--- config.mk ---
export PLATFORM = sky130hd
export DESIGN_NAME = mac_36_pipe
export DESIGN_NICKNAME = d
export VERILOG_FILES = /design/src/rtl/mac_36_pkg.sv /design/src/rtl/mac_36_pipe_slice.sv /design/src/rtl/mac_36_pipe.sv
export SDC_FILE = /design/constraint.sdc
export NUM_CORES = 1
export LEC_CHECK = 0
export ABC_CLOCK_PERIOD_IN_PS = 3400
export BUFFER_PORTS_ARGS = -buffer_cell sky130_fd_sc_hd__buf_2
export CORE_MARGIN = 3
export CORE_UTILIZATION = 30
export DETAILED_ROUTE_END_ITERATION = 16
export SETUP_SLACK_MARGIN = 0.5
export SLEW_MARGIN = 10
export SYNTH_ARGS = -nofsm -noshare
export SYNTH_HDL_FRONTEND = slang
export SYNTH_SLANG_ARGS = --single-unit
--- constraint.sdc ---
create_clock -name clk -period 3.4 [get_ports clk]
set_clock_uncertainty 0.05 [all_clocks]
set_input_delay 0.34 -clock clk [delete_from_list [all_inputs] [get_ports clk]]
set_output_delay 0.34 -clock clk [all_outputs]
set_load 0.01 [all_outputs]
--- src/rtl/mac_36_pkg.sv ---
// Shared constants, width helpers and the S1 payload layout for the mac_36 pipeline.
package mac_36_pkg;

  localparam int MAC_WIDTH = 4;
  localparam int PROD_W    = 2 * MAC_WIDTH;
  localparam int SUM_W     = 2 * MAC_WIDTH + 1;

  typedef struct packed {
    logic [PROD_W-1:0]    p;
    logic [MAC_WIDTH-1:0] c;
    logic                 acc_mode;
  } s1_payload_t;

  function automatic int prod_w(input int w);
    return 2 * w;
  endfunction

  function automatic int sum_w(input int w);
    return 2 * w + 1;
  endfunction

endpackage

--- src/rtl/mac_36_pipe_slice.sv ---
// Generic valid/ready register slice; ready passes straight through from downstream (no skid).
module mac_36_pipe_slice #(
  parameter int DW = 8
) (
  input  logic          clk,
  input  logic          resetb,
  input  logic          in_valid,
  output logic          in_ready,
  input  logic [DW-1:0] in_data,
  output logic          out_valid,
  input  logic          out_ready,
  output logic [DW-1:0] out_data
);

  logic          valid_q, valid_d;
  logic [DW-1:0] data_q, data_d;
  logic          adv, fire;

  always_comb begin
    adv      = !valid_q || out_ready;
    in_ready = adv && resetb;
    fire     = in_valid && in_ready;
    valid_d  = valid_q;
    data_d   = data_q;
    if (fire) begin
      valid_d = 1'b1;
      data_d  = in_data;
    end else if (out_ready) begin
      valid_d = 1'b0;
    end
  end

  always_ff @(posedge clk) begin
    if (!resetb) begin
      valid_q <= 1'b0;
      data_q  <= '0;
    end else begin
      valid_q <= valid_d;
      data_q  <= data_d;
    end
  end

  assign out_valid = valid_q;
  assign out_data  = data_q;

endmodule

--- src/rtl/mac_36_pipe.sv ---
// Two-stage handshaked multiply-accumulate: S1 registers the product, S2 adds c or the accumulator.
module mac_36_pipe
  import mac_36_pkg::*;
#(
  parameter int WIDTH = MAC_WIDTH
) (
  input  logic             clk,
  input  logic             resetb,
  input  logic             in_valid,
  output logic             in_ready,
  input  logic [WIDTH-1:0] a,
  input  logic [WIDTH-1:0] b,
  input  logic [WIDTH-1:0] c,
  input  logic             acc_mode,
  input  logic             clear,
  output logic             out_valid,
  input  logic             out_ready,
  output logic [WIDTH-1:0] out,
  output logic             out_ovf
);

  localparam int PW = prod_w(WIDTH);
  localparam int SW = sum_w(WIDTH);

  typedef struct packed {
    logic [PW-1:0]    p;
    logic [WIDTH-1:0] c;
    logic             acc_mode;
  } s1_t;

  s1_t              s1_in, s1_data;
  logic             s1_valid;
  logic             s2_adv, s2_load;
  logic [WIDTH-1:0] addend;
  logic [SW-1:0]    sum;

  logic             out_valid_q, out_valid_d;
  logic [WIDTH-1:0] out_q, out_d;
  logic             ovf_q, ovf_d;
  logic [WIDTH-1:0] acc_q, acc_d;

  always_comb begin
    s1_in.p        = PW'(a) * PW'(b);
    s1_in.c        = c;
    s1_in.acc_mode = acc_mode;
  end

  mac_36_pipe_slice #(.DW($bits(s1_t))) u_s1 (
    .clk       (clk),
    .resetb    (resetb),
    .in_valid  (in_valid),
    .in_ready  (in_ready),
    .in_data   (s1_in),
    .out_valid (s1_valid),
    .out_ready (s2_adv),
    .out_data  (s1_data)
  );

  // A clear coinciding with a load zeroes the addend, but the stored acc still takes the new sum.
  always_comb begin
    s2_adv      = !out_valid_q || out_ready;
    s2_load     = s1_valid && s2_adv;
    addend      = s1_data.acc_mode ? (clear ? '0 : acc_q) : s1_data.c;
    sum         = SW'(s1_data.p) + SW'(addend);
    out_valid_d = out_valid_q;
    out_d       = out_q;
    ovf_d       = ovf_q;
    acc_d       = acc_q;
    if (s2_load) begin
      out_valid_d = 1'b1;
      out_d       = sum[WIDTH-1:0];
      ovf_d       = |sum[SW-1:WIDTH];
      acc_d       = sum[WIDTH-1:0];
    end else begin
      if (out_ready) out_valid_d = 1'b0;
      if (clear) acc_d = '0;
    end
  end

  always_ff @(posedge clk) begin
    if (!resetb) begin
      out_valid_q <= 1'b0;
      out_q       <= '0;
      ovf_q       <= 1'b0;
      acc_q       <= '0;
    end else begin
      out_valid_q <= out_valid_d;
      out_q       <= out_d;
      ovf_q       <= ovf_d;
      acc_q       <= acc_d;
    end
  end

  assign out_valid = out_valid_q;
  assign out       = out_q;
  assign out_ovf   = ovf_q;

endmodule

# --- Word-level counts from Yosys, hierarchy flattened ---
# Index checks and enable logic that the tools add are counted.
totals:
  register_bits: 24
  in_bits: 18
classes:
  add_sub_neg: 1
  multipliers: 1
  muxes: 7
  reduce_logical: 10
ops:
  columns: ["cell", "count"]
  rows:
  - ["$mux W4", 3]
  - ["$add A8 B4 Y9", 1]
  - ["$mul A4 B4 Y8", 1]
  - ["$reduce_or A5 Y1", 1]
  - ["$mux W1", 4]
  - ["$reduce_bool A2 Y1", 2]
  - ["$logic_and A1 B1 Y1", 3]
  - ["$logic_not A1 Y1", 2]
  - ["$logic_or A1 B1 Y1", 2]

# --- Depth between registers and ports, before layout ---
# Gate-level depths: netlist of the first run.
logic_depth:
  ltp_word: 6
  depth_mapped: 9
  mapped_depth_nobuf: 9

# --- Modules after synthesis ---
# A second synthesis of the first run with hierarchy kept.
unflattened:
  hier_cells: 177
  area_unflattened_um2: 1624.1
modules_own_cells:
  columns: ["mod", "instances", "cells_per_inst", "area_each_um2"]
  rows:
  - ["mac_36_pipe", 1, 114, 1028.5]
  - ["mac_36_pipe_slice", 1, 63, 595.6]

# --- Worst setup path after synthesis of the first run ---
# No wires, ideal clock.
synth_timing:
  kind: "input port to flip-flop"
  from: "in a[0]"
  to: "reg u_s1.data_q[11] (netlist: u_s1.out_data[11])"
  setup_time_ns: 0.121
  arrival_time_ns: 2.476
  setup_slack_ns: 0.753
  cell_stages: 9
  n_path_buf: 0
  path_cell_list: "nand2_1 -> fa_1 -> inv_1 -> fa_1 -> fa_1 -> a21o_1 -> a21oi_1 -> xor2_1 -> o21ai_0"
synth_via:
  elab_chain_cells: 1
synth_lines:
  columns: ["element", "line_no", "rtl"]
  rows:
  - ["start, declared", "mac_36_pipe.sv:11", "input logic [WIDTH-1:0] a,"]
  - ["$mul A4 B4 Y8", "mac_36_pipe.sv:43", "s1_in.p = PW'(a) * PW'(b);"]
  - ["end signal, assigned", "mac_36_pipe_slice.sv:39", "data_q <= data_d;"]
  - ["end, declared", "mac_36_pipe_slice.sv:16", "logic [DW-1:0] data_q, data_d;"]
# Every way passes these cells.
# A chain may end at the register's enable or synchronous reset.

# --- Worst setup path after layout of the first run ---
# Ends and elaborated chain as after synthesis.

==> results of run 1 <==
-- critical path, cell delays in order --
cell and delay (ns):
buf_2 0.10, nand2_1 0.07, fa_1 0.53, inv_1 0.06, fa_1 0.53, fa_1 0.48
a21o_1 0.18, a21oi_1 0.17, xor2_1 0.16, o21ai_0 0.08
-- kinds of logic (layout without fill, tap and decap cells) --
| family | count (synthesis) | after routing | share of synthesized area (%) |
|---|---|---|---|
| buffers and inverters | 14 | 35 | 4.27 |
| adder cells (fa/ha/maj) | 22 | 22 | 20.1 |
| AND/OR/NAND/NOR | 70 | 70 | 23.7 |
| XOR/XNOR | 4 | 4 | 2.25 |
| AO/OA/AOI/OAI | 37 | 37 | 15.3 |
| flip-flops | 24 | 24 | 30.9 |
| multiplexers | 5 | 5 | 3.46 |
-- power breakdown --
| part | switching [mW] | internal (mW) | leakage, nW | total, mW |
|---|---|---|---|---|
| clock network | 0.0878 | 0.103 | 0.0288 | 0.191 |
| registers | 0.0117 | 0.302 | 0.197 | 0.313 |
| logic | 0.0827 | 0.0717 | 0.579 | 0.154 |
| total | 0.182 | 0.477 | 0.805 | 0.659 |
-- synthesized netlist by cell type, drive strengths merged --
master / n / share of area (%)
a211oi: 2 / 0.97
o21ai: 15 / 4.8
o21bai: 1 / 0.48
and2b: 1 / 0.56
o22ai: 1 / 0.40
ha: 17 / 14
mux2i: 2 / 1.3
nand2b: 1 / 0.40
mux2: 3 / 2.2
o211a: 2 / 1.3
a21boi: 6 / 2.9
o2111ai: 1 / 0.56
or2: 1 / 0.56
and3b: 1 / 0.56
inv: 7 / 1.7
dfxtp: 24 / 31
and2: 14 / 5.7
nor2: 3 / 1.2
nor4b: 3 / 1.7
clkbuf: 3 / 0.72
nor2b: 4 / 1.6
buf: 4 / 1.9
xnor2: 3 / 1.7
o21a: 3 / 1.4
a21oi: 2 / 0.64
nor4: 1 / 0.40
fa: 5 / 6.4
nand2: 32 / 7.7
a21o: 2 / 0.97
nand3b: 2 / 0.97
xor2: 1 / 0.56
nand3: 7 / 2.3
a31oi: 2 / 0.81
-- routing by layer --
layer,up-vias,part of all wire [%],global-route usage [%]
met4,0,0.59,2.62
met2,22,45,17.4
met1,565,50,12.7
met3,3,4.6,3.02
met5,-,0,0
li1,647,-,-
-- placed cells by master (no fill, tap or decap), drive strengths merged --
cell     instances
o21a             3
nor4             1
o21bai           1
a21oi            2
buf             24
nand3b           2
mux2i            2
o211a            2
nor2b            4
nand2           32
nand2b           1
or2              1
xnor2            3
o22ai            1
dfxtp           24
and2b            1
xor2             1
a211oi           2
a21o             2
nor4b            3
ha              17
mux2             3
fa               5
o21ai           15
and2            14
a31oi            2
and3b            1
nor2             3
inv              7
o2111ai          1
a21boi           6
nand3            7
clkbuf           4
-- state kept, by name (all words and copies together) (netlist names) --
name,count
out_valid,1
out_ovf,1
u_s1.out_data,13
u_s1.out_valid,1
acc_q,4
out,4
-- path summary, 6_finish.rpt --
kind / slack, ns / start / end
min: 0.21 / acc_mode / u_s1.out_data[0]
max: 0.81 / a[0] / u_s1.out_data[11]
min reg2reg: 0.41 / out[2] / out[2]
max reg2reg: 1.42 / acc_q[0] / out_ovf
-- per-stage QoR --
step | instance area (um^2) | util (%) | setup slack, ns | hold slack (ns) | instances
floorplan | 1550 | - | 0.753 | 0.383 | 176
finish | 1770 | 36.6 | 0.811 | 0.215 | 264
CTS | 1770 | 36.6 | 0.796 | 0.208 | 264
global route | 1770 | 36.6 | 0.725 | 0.226 | 264
global placement | 1720 | 35.4 | 0.574 | 0.395 | 260
detailed placement | 1720 | 35.4 | 0.508 | 0.403 | 260
-- final cells by class --
class | count | area (um^2) | share of cell area, %
multi-input cells | 138 | 1010 | 56.8
inverters | 7 | 26.3 | 1.48
well taps | 67 | 83.8 | 4.73
clock buffers | 4 | 55.1 | 3.11
flip-flops and latches | 24 | 480 | 27.1
repair buffers | 24 | 120 | 6.77
==> impl_metrics.csv, run 1 <==
group,metric,value,unit
layout,post_route_cells_drive_above_1_share,17.8,%
layout,antenna_cells,0,
global_routing,first_global_vias,1176,
placed_design,port_buffers,24,
routing,wl_per_cell,11.6,um
yosys,avgSynthCellArea,8.83,um^2
timing,period_share,76.1,%
yosys,yosysUniqueCellTypes,37,
clock_tree,clockBufferDepth,2,
setup_path,path_max_fanout,4,
routing,wirelength,3050,um
placed_design,gp_congestion,0.753,
global_routing,grt_pass1_wl,5130,um
setup_path,required,3.51,ns
status,outcome,"finished clean",
routing,vias,1237,
clock_tree,clk_latency,0.27,ns
clock_tree,clkSinkCount,24,
yosys,netlist_area,0.00155,mm^2
placed_design,hpwl,2390,um
clock_tree,cts_max_level,1,
timing,worst_pin_slew,0.473,ns
setup_path,ff2ff_path_depth,9,
setup_path,critical_path.startpoint_type,"primary input",
global_routing,grt_max_degree,28,
power,p_per_area,372,mW/mm^2
yosys,yosys_warnings,0,
yosys,ys_seq_elements,24,
timing,rsz0062_at_grt,"false",
timing,fmax,386,MHz
yosys,synthCells,176,
setup_path,end_kind,"flop",
floorplanning,start_util,32.1,%
routing,vias_per_cell,4.69,
job,cap_violations,0,
floorplanning,die_width,78.0,um
power,p_leak,0.805,nW
hold_path,hold_path_depth,3,
routing,drcViolationCount,0,
power,p_total,0.659,mW
floorplanning,ioPinCount,25,
timing,relSlewSlack,68.5,%
clock_tree,postCtsHoldBufs,0,
routing,drt-initial-drc-count,31,
power,ir_drop,0.155,mV
clock_tree,cts-root-buf,"clkbuf_8",
timing,hold_viol,0,
setup_path,worstSetupPathType,"primary input to flop",
yosys,synth_nets,216,
clock_tree,cts_tree,"yes",
routing,drt_pass1_iterations,4,
routing,ant_nets,0,
timing,tns,0,ns
clock_tree,clkTransAtPathRegs,0.08,ns
global_routing,track_usage,10.3,%
floorplanning,die_area,0.00608,mm^2
setup_path,critPathArrivalTime,2.70,ns
clock_tree,cts_buffers,3,
hold_path,min_path_type,"primary input to flop",
floorplanning,fp.coreArea,0.00485,mm^2
layout,area_delta_synth_final,14.1,%
yosys,ys_seq_area_share,30.9,%
layout,fillers,522,
layout,fin_nets,238,
floorplanning,fp-row-count,25,
global_routing,antenna_found_initial,0,
floorplanning,die_h,78.0,um
clock_tree,post_cts_buffers,0,
timing,maxSlewViolCount,0,
timing,min_period,2.59,ns
timing,setup_viol,0,
global_routing,grt_overflow,0,
clock_tree,cts-resized-gates,0,
No activity file was read; power rests on OpenSTA's default activity.
==> inputs of run 2 (changes only) <==
--- a/config.mk
+++ b/config.mk
@@ -5,7 +5,7 @@
 export SDC_FILE = /design/constraint.sdc
 export NUM_CORES = 1
 export LEC_CHECK = 0
-export ABC_CLOCK_PERIOD_IN_PS = 3400
+export ABC_CLOCK_PERIOD_IN_PS = 2700
 export BUFFER_PORTS_ARGS = -buffer_cell sky130_fd_sc_hd__buf_2
 export CORE_MARGIN = 3
 export CORE_UTILIZATION = 30
==> constraint.sdc (replaced) <==
create_clock -name clk -period 2.7 [get_ports clk]
set_clock_uncertainty 0.05 [all_clocks]
set_input_delay 0.27 -clock clk [delete_from_list [all_inputs] [get_ports clk]]
set_output_delay 0.27 -clock clk [all_outputs]
set_load 0.01 [all_outputs]
==> impl_metrics.csv, run 2 (same netlist as run 1, synthesis figures left out) <==
group,metric,value,unit
timing,hold_viol,0,
clock_tree,cts_max_level,1,
timing,relSlewSlack,70.9,%
clock_tree,cts_buffers,3,
floorplanning,die_area,0.00608,mm^2
placed_design,port_buffers,24,
status,outcome,"finished clean",
clock_tree,cts_tree,"yes",
placed_design,post-place-ws,0.0749,ns
clock_tree,clkSinkCount,24,
setup_path,worstSetupPathType,"primary input to flop",
floorplanning,fp-row-count,25,
power,p_leak,0.827,nW
setup_path,r2r_setup_slack,0.73,ns
hold_path,hp-start,"c[2]",
layout,area_delta_synth_final,20.7,%
power,p_per_area,436,mW/mm^2
timing,setup_viol,0,
layout,layout_commonest_cell,"nand2_1",
layout,antenna_cells,0,
timing,min_period,2.21,ns
clock_tree,clk_latency,0.26,ns
job,cap_violations,0,
timing,maxSlewViolCount,0,
clock_tree,postCtsHoldBufs,0,
setup_path,critPathMaxStageDelay,0.54,ns
timing,period_share,81.9,%
clock_tree,clockBufferDepth,2,
setup_path,r2r_start,"acc_q[0]",
setup_path,ff2ff_path_depth,9,
routing,drt_pass1_iterations,4,
routing,vias_per_cell,4.66,
clock_tree,clkTransAtPathRegs,0.08,ns
global_routing,first_global_vias,1179,
layout,post_route_cells_drive_above_1_share,22.7,%
placed_design,hpwl,2350,um
layout,largest_reg_flops,13,
global_routing,grt_overflow,0,
floorplanning,ioPinCount,25,
floorplanning,die_h,78.0,um
layout,most-common-layout-cells,"nand2_1, dfxtp_1, buf_2",
floorplanning,die_width,78.0,um
hold_path,hold_path_depth,3,
floorplanning,fp.coreArea,0.00485,mm^2
setup_path,critPathArrivalTime,2.32,ns
floorplanning,start_util,32.1,%
timing,tns,0,ns
layout,fin_nets,240,
routing,drcViolationCount,0,
routing,drt-initial-drc-count,43,
placed_design,gp_congestion,0.736,
setup_path,crit_top_cell,"fa_2",
timing,setup_ws,0.489,ns
timing,hold_ws,0.155,ns
global_routing,grt_pass1_wl,5000,um
routing,vias,1236,
hold_path,hold_end,"u_s1.out_data[3]",
routing,wl_per_cell,11.5,um
clock_tree,cts-root-buf,"clkbuf_8",
setup_path,crit_chain,"buf_8 > nand2_4 > fa_1 > inv_2 > fa_2 > fa_2 > a21o_1 > a21oi_2 > xor2_1 > o21ai_1",
setup_path,end_kind,"flop",
timing,rsz0062_at_grt,"true",
setup_path,cpMaxStageDelayCell,"fa_1",
timing,fmax,452,MHz
setup_path,required,2.81,ns
setup_path,worst_r2r_endpoint,"out_ovf",
global_routing,track_usage,9.96,%
setup_path,critical_path.startpoint_type,"primary input",
routing,wirelength,3040,um
global_routing,antenna_found_initial,0,
setup_path,path_max_fanout,4,
routing,ant_nets,0,
timing,worst_pin_slew,0.436,ns
hold_path,min_path_type,"primary input to flop",
power,ir_drop,0.186,mV
global_routing,grt_max_degree,27,
==> run 2: cell count changes in the layout (fill, tap and decap cells not counted), sizes merged <==
cell    delta
buf        +2
clkbuf     -1
==> run 2: through the flow <==
stage / area, um^2 / util (%) / total power, mW / instances
CTS: 1880 / 38.7 / 0.830 / 265
floorplan: 1580 / - / 0.548 / 176
global route: 1880 / 38.7 / 0.871 / 265
finish: 1880 / 38.7 / 0.819 / 265
detailed placement: 1750 / 36.2 / 0.604 / 261
global placement: 1750 / 36.2 / 0.604 / 261
==> run 2: critical path, delay by kind of cell <==
kind / cells / cell delay (ns)
adder cells (fa/ha/maj): 3 / 1.36
AO/OA/AOI/OAI: 3 / 0.37
XOR/XNOR: 1 / 0.15
buffers and inverters: 2 / 0.12
AND/OR/NAND/NOR: 1 / 0.04
==> run 2: cell type report <==
cell class / instances / area [um^2]
clock buffer: 3 / 41.3
tap: 67 / 83.8
inverter: 7 / 26.3
fill: 512 / 2970
multi-input combinational: 138 / 1060
timing repair buffer: 26 / 181
sequential: 24 / 480
==> run 2: power by group <==
| part | switching, mW | total [mW] | internal [mW] |
|---|---|---|---|
| Sequential | 0.0151 | 0.395 | 0.380 |
| Combinational | 0.111 | 0.219 | 0.108 |
| Clock | 0.105 | 0.204 | 0.0996 |
==> run 2: worst max-delay path by stage <==
stage	to	startpoint
2_1_floorplan	u_s1.out_data[11]	a[2]
3_3_place_gp	u_s1.out_data[11]	a[2]
3_5_place_dp	u_s1.out_data[11]	b[1]
4_1_cts	u_s1.out_data[11]	b[2]
5_1_grt	u_s1.out_data[12]	b[3]
6_report	u_s1.out_data[11]	a[1]
==> run 2: repair_timing <==
item | in CTS | in global routing
setup endpoints to repair | 3 | 4
pin swaps | 8 | 5
setup buffers | 1 | 0
resized for setup | 18 | 1
==> run 2: per-layer routing <==
layer / vias to the layer above / GRT usage, % / routed length [um]
met5: - / 0 / 0
met4: 0 / 2.10 / 25
met3: 4 / 2.09 / 123
met2: 28 / 17.8 / 1420
met1: 553 / 12.2 / 1470
li1: 651 / - / -
==> inputs of run 3 (changes only) <==
--- a/config.mk
+++ b/config.mk
@@ -5,7 +5,8 @@
 export SDC_FILE = /design/constraint.sdc
 export NUM_CORES = 1
 export LEC_CHECK = 0
-export ABC_CLOCK_PERIOD_IN_PS = 2700
+export ABC_AREA = 1
+export ABC_CLOCK_PERIOD_IN_PS = 2300
 export BUFFER_PORTS_ARGS = -buffer_cell sky130_fd_sc_hd__buf_2
 export CORE_MARGIN = 3
 export CORE_UTILIZATION = 30
==> constraint.sdc (replaced) <==
create_clock -name clk -period 2.3 [get_ports clk]
set_clock_uncertainty 0.05 [all_clocks]
set_input_delay 0.23 -clock clk [delete_from_list [all_inputs] [get_ports clk]]
set_output_delay 0.23 -clock clk [all_outputs]
set_load 0.01 [all_outputs]
==> impl_metrics.csv, run 3 <==
group,metric,value,unit
setup_path,critPathArrivalTime,2.20,ns
placed_design,post-place-ws,-0.118,ns
floorplanning,die_h,77.7,um
setup_path,worstSetupPathType,"primary input to flop",
yosys,yosysUniqueCellTypes,23,
routing,drcViolationCount,0,
timing,hold_viol,0,
global_routing,first_global_vias,1264,
clock_tree,cts_buffers,3,
layout,fin_nets,285,
global_routing,grt_overflow,0,
timing,tns,0,ns
floorplanning,fp.coreArea,0.00485,mm^2
global_routing,antenna_found_initial,0,
routing,drt-initial-drc-count,37,
global_routing,grt_pass1_wl,5460,um
timing,setup_viol,0,
timing,period_share,90.2,%
timing,rsz0062_at_grt,"true",
setup_path,r2r_start,"u_s1.out_data[0]",
clock_tree,clockBufferDepth,2,
yosys,ys_seq_area_share,31.1,%
yosys,synth_top_cell_by_area,"dfxtp_1",
layout,antenna_cells,0,
yosys,synth_edf_count,0,
yosys,yosys-top-cells-area,"dfxtp_1, nand2_1, ha_1",
placed_design,port_buffers,24,
setup_path,critical_path.startpoint_type,"primary input",
hold_path,hp-start,"c[0]",
routing,vias_per_cell,4.32,
routing,ant_nets,0,
power,p_leak,1.07,nW
timing,maxSlewViolCount,0,
layout,post_route_cells_drive_above_1_share,24.6,%
timing,fmax,482,MHz
timing,relSlewSlack,76.0,%
routing,wirelength,3060,um
timing,setup_ws,0.226,ns
placed_design,hpwl,2410,um
floorplanning,ioPinCount,25,
yosys,yosys_warnings,0,
yosys,synth_nets,251,
yosys,synth_ff_type,"dfxtp_1",
layout,largest_reg_flops,13,
job,cap_violations,0,
layout,layout_commonest_cell,"nand2_1",
yosys,ys_seq_elements,24,
power,ir_drop,0.282,mV
placed_design,gp_congestion,0.785,
clock_tree,clkSinkCount,24,
power,p_per_area,551,mW/mm^2
clock_tree,clkTransAtPathRegs,0.09,ns
layout,most-common-layout-cells,"nand2_1, inv_1, dfxtp_1",
setup_path,required,2.42,ns
yosys,yosysMostFrequentCell,"nand2_1",
clock_tree,cts-root-buf,"clkbuf_8",
floorplanning,fp-row-count,25,
hold_path,min_path_type,"primary input to flop",
timing,min_period,2.07,ns
yosys,avgSynthCellArea,7.31,um^2
layout,area_delta_synth_final,30.3,%
status,outcome,"finished clean",
setup_path,path_max_fanout,3,
clock_tree,postCtsHoldBufs,0,
setup_path,end_kind,"flop",
timing,worst_pin_slew,0.359,ns
global_routing,track_usage,10.9,%
floorplanning,start_util,31.8,%
clock_tree,clk_latency,0.27,ns
layout,post-route-util,41.5,%
clock_tree,cts_tree,"yes",
yosys,synthArstFlopShare,0,%
power,p_total,1.11,mW
routing,drt_pass1_iterations,2,
yosys,synth.cells.most_frequent,"nand2_1, inv_1, dfxtp_1, a21oi_1, ha_1",
clock_tree,cts_max_level,1,
yosys,netlist_area,0.00154,mm^2
routing,vias,1344,
setup_path,critPathLaunch,"b[3]",
global_routing,grt_max_degree,18,
floorplanning,die_width,77.7,um
yosys,yosysTopAreaCellShare,31.1,%
floorplanning,die_area,0.00604,mm^2
yosys,synthCells,211,
routing,wl_per_cell,9.84,um
==> run 3: cell count changes in the layout (fill, tap and decap cells not counted), sizes merged, moves of 8 or more <==
cell	before	now
nand2	32	60
and2	14	0
buf	26	34
nand3	7	17
a21oi	2	20
inv	7	36
==> run 3: area by class of cell <==
cell class | instances | area [um^2]
Timing Repair Buffer | 34 | 255
Clock inverter | 1 | 30.0
Sequential cell | 24 | 482
Inverter | 36 | 135
Fill cell | 522 | 2840
Multi-Input combinational cell | 146 | 983
Clock buffer | 3 | 41.3
Tap cell | 67 | 83.8
==> run 3: path summary, 6_finish.rpt <==
| kind | endpoint | slack, ns | cells past startpoint |
|---|---|---|---|
| hold / removal | u_s1.out_data[1] | 0.1 | 3 |
| setup reg to reg | out[1] | 0.37 | 6 |
| setup / recovery | u_s1.out_data[12] | 0.23 | 14 |
| hold reg to reg | u_s1.out_data[2] | 0.41 | 2 |
==> run 3: metal layers <==
metal	up-vias	track usage, %	routed length (um)
met4	0	1.78	22
met2	17	18.0	1420
met3	2	2.90	123
li1	731	-	-
met1	594	14.4	1490
met5	-	0	0
==> run 3: logic make-up after synthesis <==
family	synth area share, %
and+or+nand+nor	25.0
AOI/OAI and AO/OA	9.57
buffers and inverters	10.7
muxes	2.19
DFF	31.1
xor gates and xnor gates	1.14
adders and majority gates	20.3
==> run 3: worst max-delay path: stages <==
cell and delay [ns]:
buf_8 0.08, nand2_4 0.04, fa_1 0.52, inv_1 0.05
fa_1 0.47, ha_1 0.31, nand2_2 0.08, nor2_1 0.04
nand2_1 0.07, nand3_1 0.07, nand2_1 0.08, nand3_2 0.05
nand2_1 0.07, inv_1 0.03
==> run 3: power breakdown <==
group / switching (mW) / total, mW / internal, mW
registers: 0.0154 / 0.458 / 0.443
clock network: 0.136 / 0.368 / 0.233
logic: 0.143 / 0.282 / 0.139
==> run 3: what timing repair did <==
item	CTS	global route
gates cloned	0	0
buffers inserted	1	0
resized for setup	14	16
setup endpoints to repair	8	12
pin swaps	9	11
==> run 3: metrics by stage <==
stage | cells | cell area, um^2 | hold WS, ns
2_1_floorplan | 211 | 1570 | 0.290
3_3_place_gp | 306 | 1810 | 0.379
3_5_place_dp | 306 | 1810 | 0.379
4_1_cts | 311 | 1950 | 0.0981
5_1_grt | 311 | 2010 | 0.0957
6_report | 311 | 2010 | 0.0994
